[src/rtl/logic_unit_scheduler.sv]
// logic_unit_scheduler: round-robin arbiter that shares one combinational
// bitwise logic unit among NREQ requesters. Operands and opcode are held in
// registers for SETTLE cycles so the gate network settles before its output
// is captured into the result register.
module logic_unit_scheduler #(
  parameter int WIDTH  = 8,
  parameter int NREQ   = 4,
  parameter int SETTLE = 3
) (
  input  logic                  clk,
  input  logic                  rst_n,
  input  logic [NREQ-1:0]       req,
  input  logic [3*NREQ-1:0]     op,
  input  logic [WIDTH*NREQ-1:0] a,
  input  logic [WIDTH*NREQ-1:0] b,
  output logic [NREQ-1:0]       grant,
  output logic [NREQ-1:0]       done,
  output logic [WIDTH-1:0]      result,
  output logic                  busy,
  output logic [WIDTH-1:0]      lu_a,
  output logic [WIDTH-1:0]      lu_b,
  output logic [2:0]            lu_op,
  input  logic [WIDTH-1:0]      lu_y
);

  localparam int PW = (NREQ > 1) ? $clog2(NREQ) : 1;
  localparam int CW = (SETTLE > 1) ? $clog2(SETTLE) : 1;

  typedef enum logic [1:0] {
    IDLE = 2'd0,
    WAIT = 2'd1,
    DONE = 2'd2
  } state_t;

  state_t           state_q, state_d;
  logic [PW-1:0]    ptr_q, ptr_d;
  logic [PW-1:0]    win_q, win_d;
  logic [CW-1:0]    cnt_q, cnt_d;
  logic [NREQ-1:0]  grant_q, grant_d;
  logic [NREQ-1:0]  done_q, done_d;
  logic [WIDTH-1:0] result_q, result_d;
  logic [WIDTH-1:0] lu_a_q, lu_a_d;
  logic [WIDTH-1:0] lu_b_q, lu_b_d;
  logic [2:0]       lu_op_q, lu_op_d;

  logic found;
  int   win_idx;

  // Round-robin search: first requesting index at or after ptr, wrapping
  always_comb begin
    found   = 1'b0;
    win_idx = 0;
    for (int i = 0; i < NREQ; i++) begin
      for (int j = 0; j < NREQ; j++) begin
        if (!found && req[j] && (j == (int'(ptr_q) + i) % NREQ)) begin
          found   = 1'b1;
          win_idx = j;
        end
      end
    end
  end

  // Next-state logic: latch winner in IDLE, count settle window, capture
  always_comb begin
    state_d  = state_q;
    ptr_d    = ptr_q;
    win_d    = win_q;
    cnt_d    = cnt_q;
    grant_d  = grant_q;
    done_d   = done_q;
    result_d = result_q;
    lu_a_d   = lu_a_q;
    lu_b_d   = lu_b_q;
    lu_op_d  = lu_op_q;
    case (state_q)
      IDLE: begin
        if (found) begin
          for (int j = 0; j < NREQ; j++) begin
            if (j == win_idx) begin
              lu_op_d = op[3*j +: 3];
              lu_a_d  = a[WIDTH*j +: WIDTH];
              lu_b_d  = b[WIDTH*j +: WIDTH];
            end
            grant_d[j] = (j == win_idx);
          end
          win_d   = PW'(win_idx);
          cnt_d   = CW'(SETTLE - 1);
          state_d = WAIT;
        end
      end
      WAIT: begin
        if (cnt_q != '0) begin
          cnt_d = cnt_q - CW'(1);
        end else begin
          result_d = lu_y;
          grant_d  = '0;
          for (int j = 0; j < NREQ; j++) begin
            done_d[j] = (j == int'(win_q));
          end
          ptr_d   = (int'(win_q) == NREQ - 1) ? '0 : win_q + PW'(1);
          state_d = DONE;
        end
      end
      DONE: begin
        done_d  = '0;
        state_d = IDLE;
      end
      default: begin
        state_d = IDLE;
      end
    endcase
  end

  // State and operand registers; reset aborts any operation in flight
  always_ff @(posedge clk or negedge rst_n) begin
    if (!rst_n) begin
      state_q  <= IDLE;
      ptr_q    <= '0;
      win_q    <= '0;
      cnt_q    <= '0;
      grant_q  <= '0;
      done_q   <= '0;
      result_q <= '0;
      lu_a_q   <= '0;
      lu_b_q   <= '0;
      lu_op_q  <= '0;
    end else begin
      state_q  <= state_d;
      ptr_q    <= ptr_d;
      win_q    <= win_d;
      cnt_q    <= cnt_d;
      grant_q  <= grant_d;
      done_q   <= done_d;
      result_q <= result_d;
      lu_a_q   <= lu_a_d;
      lu_b_q   <= lu_b_d;
      lu_op_q  <= lu_op_d;
    end
  end

  assign grant  = grant_q;
  assign done   = done_q;
  assign result = result_q;
  assign lu_a   = lu_a_q;
  assign lu_b   = lu_b_q;
  assign lu_op  = lu_op_q;
  assign busy   = (state_q != IDLE);

endmodule

[config.mk]
export PLATFORM = sky130hd
export DESIGN_NAME = logic_unit_scheduler
export DESIGN_NICKNAME = d
export VERILOG_FILES = /design/src/rtl/logic_unit_scheduler.sv
export SDC_FILE = /design/constraint.sdc
export NUM_CORES = 1
export LEC_CHECK = 0
export CORE_UTILIZATION = 35
export DETAILED_ROUTE_END_ITERATION = 8
export GPL_TIMING_DRIVEN = 1
export HOLD_SLACK_MARGIN = 0.08
export PLACE_DENSITY = 0.72
export SLEW_MARGIN = 10
export SYNTH_ARGS = -nofsm -noshare
export SYNTH_HDL_FRONTEND = slang
export SYNTH_SLANG_ARGS = --single-unit
[constraint.sdc]
create_clock -name clk -period 2.4 [get_ports clk]
set_input_delay 0.48 -clock clk [delete_from_list [all_inputs] [get_ports clk]]
set_output_delay 0.48 -clock clk [all_outputs]
set_load 0.02 [all_outputs]
== Yosys cells after proc, flatten, opt, wreduce, memory -nomap -nowiden ==
Index checks and enable logic that the tools add are counted.
Widths: inputs -> output; s select.
Cells by class
  add/subtract/negate cells: 5
  equal/unequal tests: 24
  muxes and demuxes: 55
  bitwise operators: 4
  reductions and logical operators: 68
Operators by type and width (number)
  $mux 32: 14
  $logic_not 32->1: 5
  $eq 3x32->1 const A: 2
  $mux 8: 8
  $eq 2x32->1 const A: 1
  $logic_and 1x1->1: 31
  $eq 3x3->1 const A: 6
  $mux 1: 17
  $pmux 4 s2: 2
  $logic_not 1->1: 15
  $mux 3: 4
  $mux 4: 3
  $mux 2: 5
  $eq 2x3->1 const A: 3
  $reduce_and 3->1: 3
  $eq 2x2->1 const A: 4
  $pmux 2 s2: 2
  $reduce_and 2->1: 4
  $reduce_bool 2->1: 4
  $ne 2x2->1 const B: 3
  $reduce_or 2->1: 3
  $add 2x1->2 const B: 2
  $add 2x2->2 const B: 2
  $eq 1x2->1 const A: 2
  7 further kinds: 11
Storage, ports and cells
  register bits: 43
  output and inout bits: 36

== Logic depth before layout (Yosys ltp) ==
  depth in word-level cells: 68
  depth in mapped cells: 7
  gate-level depth less buffers: 5

== Worst setup path before layout ==
OpenSTA, ideal clock, no wires.
  path kind: register to register
  from: register state_q[0]
  to: register lu_b_q[2], in the netlist lu_b[2]
  arrival: 1.692 ns
  slack: 0.585 ns
  cell stages (with the launch flop): 8
  path buffers: 2
  cells stage by stage: dfrtp_1 or2_1 a21o_1 buf_2 nor4_2 buf_4 nand3_1 o221a_2
On the way
  longest elaborated chain between the ends: 2
RTL lines
  start, declared: line 35  | state_t state_q, state_d;
  start signal, assigned: line 128  | state_q <= state_d;
  $logic_not 2->1: line 75  | case (state_q)
  $reduce_and 3->1 (no source line)
  end signal, assigned: line 136  | lu_b_q <= lu_b_d;
  end, declared: line 43  | logic [WIDTH-1:0] lu_b_q, lu_b_d;
No other way between the ends.
A chain may end at the register's enable or synchronous reset.

== Worst setup path in the final report ==
  from: register state_q[1]
  to: output port busy
On the way
  longest elaborated chain between the ends: 1
RTL lines
  $reduce_bool 2->1: line 147  | assign busy = (state_q != IDLE);
  end, declared: line 19  | output logic busy,
No other way between the ends.

==> reports/qor.yml <==
route:
  route.met2.wl_um: 3390
  top_layer: "met4"
  postRouteAntennaNets: 0
  drt_iter0_drc: 78
  vias: 2407
  wirelength_um: 6850
  via_per_inst: 5.14
  met1_length_um: 2940
  route.detailed.drc: 0
  wl_met3_um: 411
  first_pass_iters: 4
  wl_per_cell_um: 14.6
power_and_ir_drop:
  peakVddDrop_v: 0.000446
  power.total_w: 0.00467
  p_int_w: 0.00282
  seqPwrFrac_pct: 28.5
  comb_power_share_pct: 59.8
  p_sw_share_pct: 39.6
  power.leakage_nw: 1.58
  clkPwrFrac_pct: 11.8
  p_per_area_mw_per_mm2: 1170
  power_switching_w: 0.00185
final_layout:
  regArea_mm2: 0.00108
  fin_cells: 468
  area_delta_synth_final_pct: 61.7
  nNetsFinal: 467
  diodes: 0
  fin_util_pct: 58.6
  fill_cells: 617
  layout-drive-gt1-share_pct: 12.6
  multi_input_area_mm2: 0.00126
clocking:
  cts_max_level: 2
  clk_path_buf_depth: 2
  cts_root_buf: "clkbuf_8"
  cts_tree: "built"
  clock_latency_ns: 0.30
  post_cts.repair.setup_buffers: 0
  path_clk_slew_ns: 0.08
  cts-buffers-inserted: 5
  cts.sinks: 43
synth:
  synth_top_area_share_pct: 43.7
  syn_avg_cell_area_um2: 10.2
  ys.flop_type: "dfrtp_1"
  synth_seq_area_share_pct: 43.7
  ys_types: 32
  synth_area_leaders: "dfrtp_1 (44%), nand3_1 (8.5%), mux2_1 (7.8%)"
  yosysTopAreaCell: "dfrtp_1"
  netlist_area_mm2: 0.00246
  synth-async-reset-ratio_pct: 100
  synth_cells: 242
  synth-edff-count: 0
  ys_seq_elements: 43
  syn_nets: 337
  yosys_warnings: 0
outcome:
  status: "finished clean"
timing:
  min_period_over_period_pct: 89.5
  skew_ns: 0.00285
  setup_violations: 0
  setup_tns_ns: 0
  fmax_mhz: 465
  worstMarginPinSlew_ns: 0.637
  whs_ns: 0.498
  rsz0062_at_grt: "false"
  final.min_clock_period_ns: 2.15
  hold_viol_final: 0
  timing.final.max_slew_violations: 0
  slew_headroom_pct: 57.4
placement:
  dp.final_hpwl_um: 5250
  dp.cells: 460
  gp_congestion: 0.866
  port_buffers: 125
die:
  dieArea_mm2: 0.00737
  fp.dieH_um: 85.9
  io_pins: 126
  die_x_um: 85.9
  rows: 30
  initial_core_util_pct: 36.2
  core_area_mm2: 0.00679
min_path:
  min_path_type: "in -> async"
setup_path:
  endpoint_kind: "output pin"
  cp_max_fo: 11
  r2r-start: "state_q[1]$_DFFE_PN0P_"
  rrSetupSlack_ns: 0.54
  rr_endpoint: "lu_b[1]$_DFFE_PN0P_"
  worst-setup-path-type: "reg -> out"
  critPathArrivalTime_ns: 1.67
  r2r_cells: 6
  critPathRequiredTime_ns: 1.92
  worstSetupStartpointType: "flip-flop"
flow_run:
  drv_cap: 0
global_route:
  grt-ovfl-total: 0
  grt_start_max_net_pins: 24
  grt_use_total_pct: 19.2
  grt_pass1_vias: 2434
  antenna_found_initial: 0
  grt_pass1_wl_um: 11200
## layer usage
| metal | GRT usage, % | vias to the layer above |
|---|---|---|
| met5 | 0 | - |
| met4 | 5.91 | 0 |
| met3 | 5.10 | 10 |
| met2 | 34.4 | 90 |
| met1 | 22.5 | 1152 |
| li1 | - | 1155 |
## worst max path at each step
stage                           start                   to  slack (ns)  cells after the start
6_report       state_q[1]$_DFFE_PN0P_                 busy        0.25                      2
3_3_place_gp                   req[2]  lu_b[2]$_DFFE_PN0P_        0.05                      7
4_1_cts        state_q[1]$_DFFE_PN0P_                 busy        0.23                      2
5_1_grt        state_q[1]$_DFFE_PN0P_                 busy        0.16                      2
2_1_floorplan  state_q[0]$_DFFE_PN0P_  lu_b[2]$_DFFE_PN0P_        0.59                      7
3_5_place_dp                   req[2]  lu_b[3]$_DFFE_PN0P_       -0.02                      7
## critical path: stages, from the launching register on
cell and delay (ns):
dfrtp_1 0.50, or2_1 0.23, clkdlybuf4s50_1 0.64
## Yosys cell counts (all sizes together) (3+ instances only)
cell type,instances
a21o,3
a21oi,5
a22o,4
buf,12
clkbuf,8
dfrtp,43
ha,5
inv,7
mux2,28
nand2,14
nand2b,4
nand3,42
nor2,6
nor2b,4
o21ai,29
o221a,19
## area by class of cell
cell class	instances	share of cell area, %
Timing Repair Buffer	143	35.1
Multi-Input combinational cell	172	31.6
Sequential cell	43	27.0
Tap cell	96	3.02
Clock buffer	6	1.82
Clock inverter	1	0.755
Inverter	7	0.660
## registers in the layout, indices dropped and copies added, names as in the netlist
register	count
result	8
grant	4
cnt_q	2
lu_op	3
lu_b	8
lu_a	8
state_q	2
ptr_q	2
done	4
win_q	2
## what timing repair did
item / CTS / global route
hold buffers: 1 / 0
endpoints found under the hold margin: 1 / 0
resized for setup: 0 / 0
endpoints found under the setup margin: 0 / 0
## cells by family (layout without fill, tap and decap cells)
| family | count (synthesis) | in the layout | share of synthesized area (%) |
|---|---|---|---|
| AOI/OAI and AO/OA | 66 | 66 | 20.2 |
| adders and majority gates | 5 | 5 | 2.54 |
| DFF | 43 | 43 | 43.7 |
| buffers and inverters | 27 | 157 | 5.69 |
| muxes | 28 | 28 | 12.8 |
| and+or+nand+nor | 73 | 73 | 15.0 |
## placed cells by master (no fill, tap or decap), types with 2 or more instances in the layout
master           Yosys  routed
clkbuf_8             0       5
nand2b_1             4       4
nand2_1             14      14
nand3_1             42      42
mux2_2              11      11
a21oi_1              5       4
nor2b_1              3       3
nor2_1               5       5
o221a_2              6       6
clkdlybuf4s50_1      0     124
inv_1                7       7
a21o_1               3       3
buf_4                4      16
dfrtp_1             43      43
a22o_1               4       4
a32o_1               2       2
o21ai_0             28      28
o221a_1             13      13
mux2_1              17      17
ha_1                 5       5
## power by group through the flow
stage	clock (W)	combinational [W]	sequential (W)
CTS	0.000559	0.00282	0.00133
global placement	0	0.00275	0.00133
global route	0.000591	0.00301	0.00138
floorplan	0	0.00135	0.00164
detailed placement	0	0.00281	0.00134
finish	0.000549	0.00279	0.00133
## per-stage QoR
| stage | area (um2) | setup WS (ns) |
|---|---|---|
| floorplan | 2460 | 0.585 |
| global placement | 3870 | 0.0465 |
| detailed placement | 3870 | -0.0214 |
| CTS | 3980 | 0.232 |
| global route | 3980 | 0.160 |
| finish | 3980 | 0.251 |
Power figures use the tool's default switching activity.
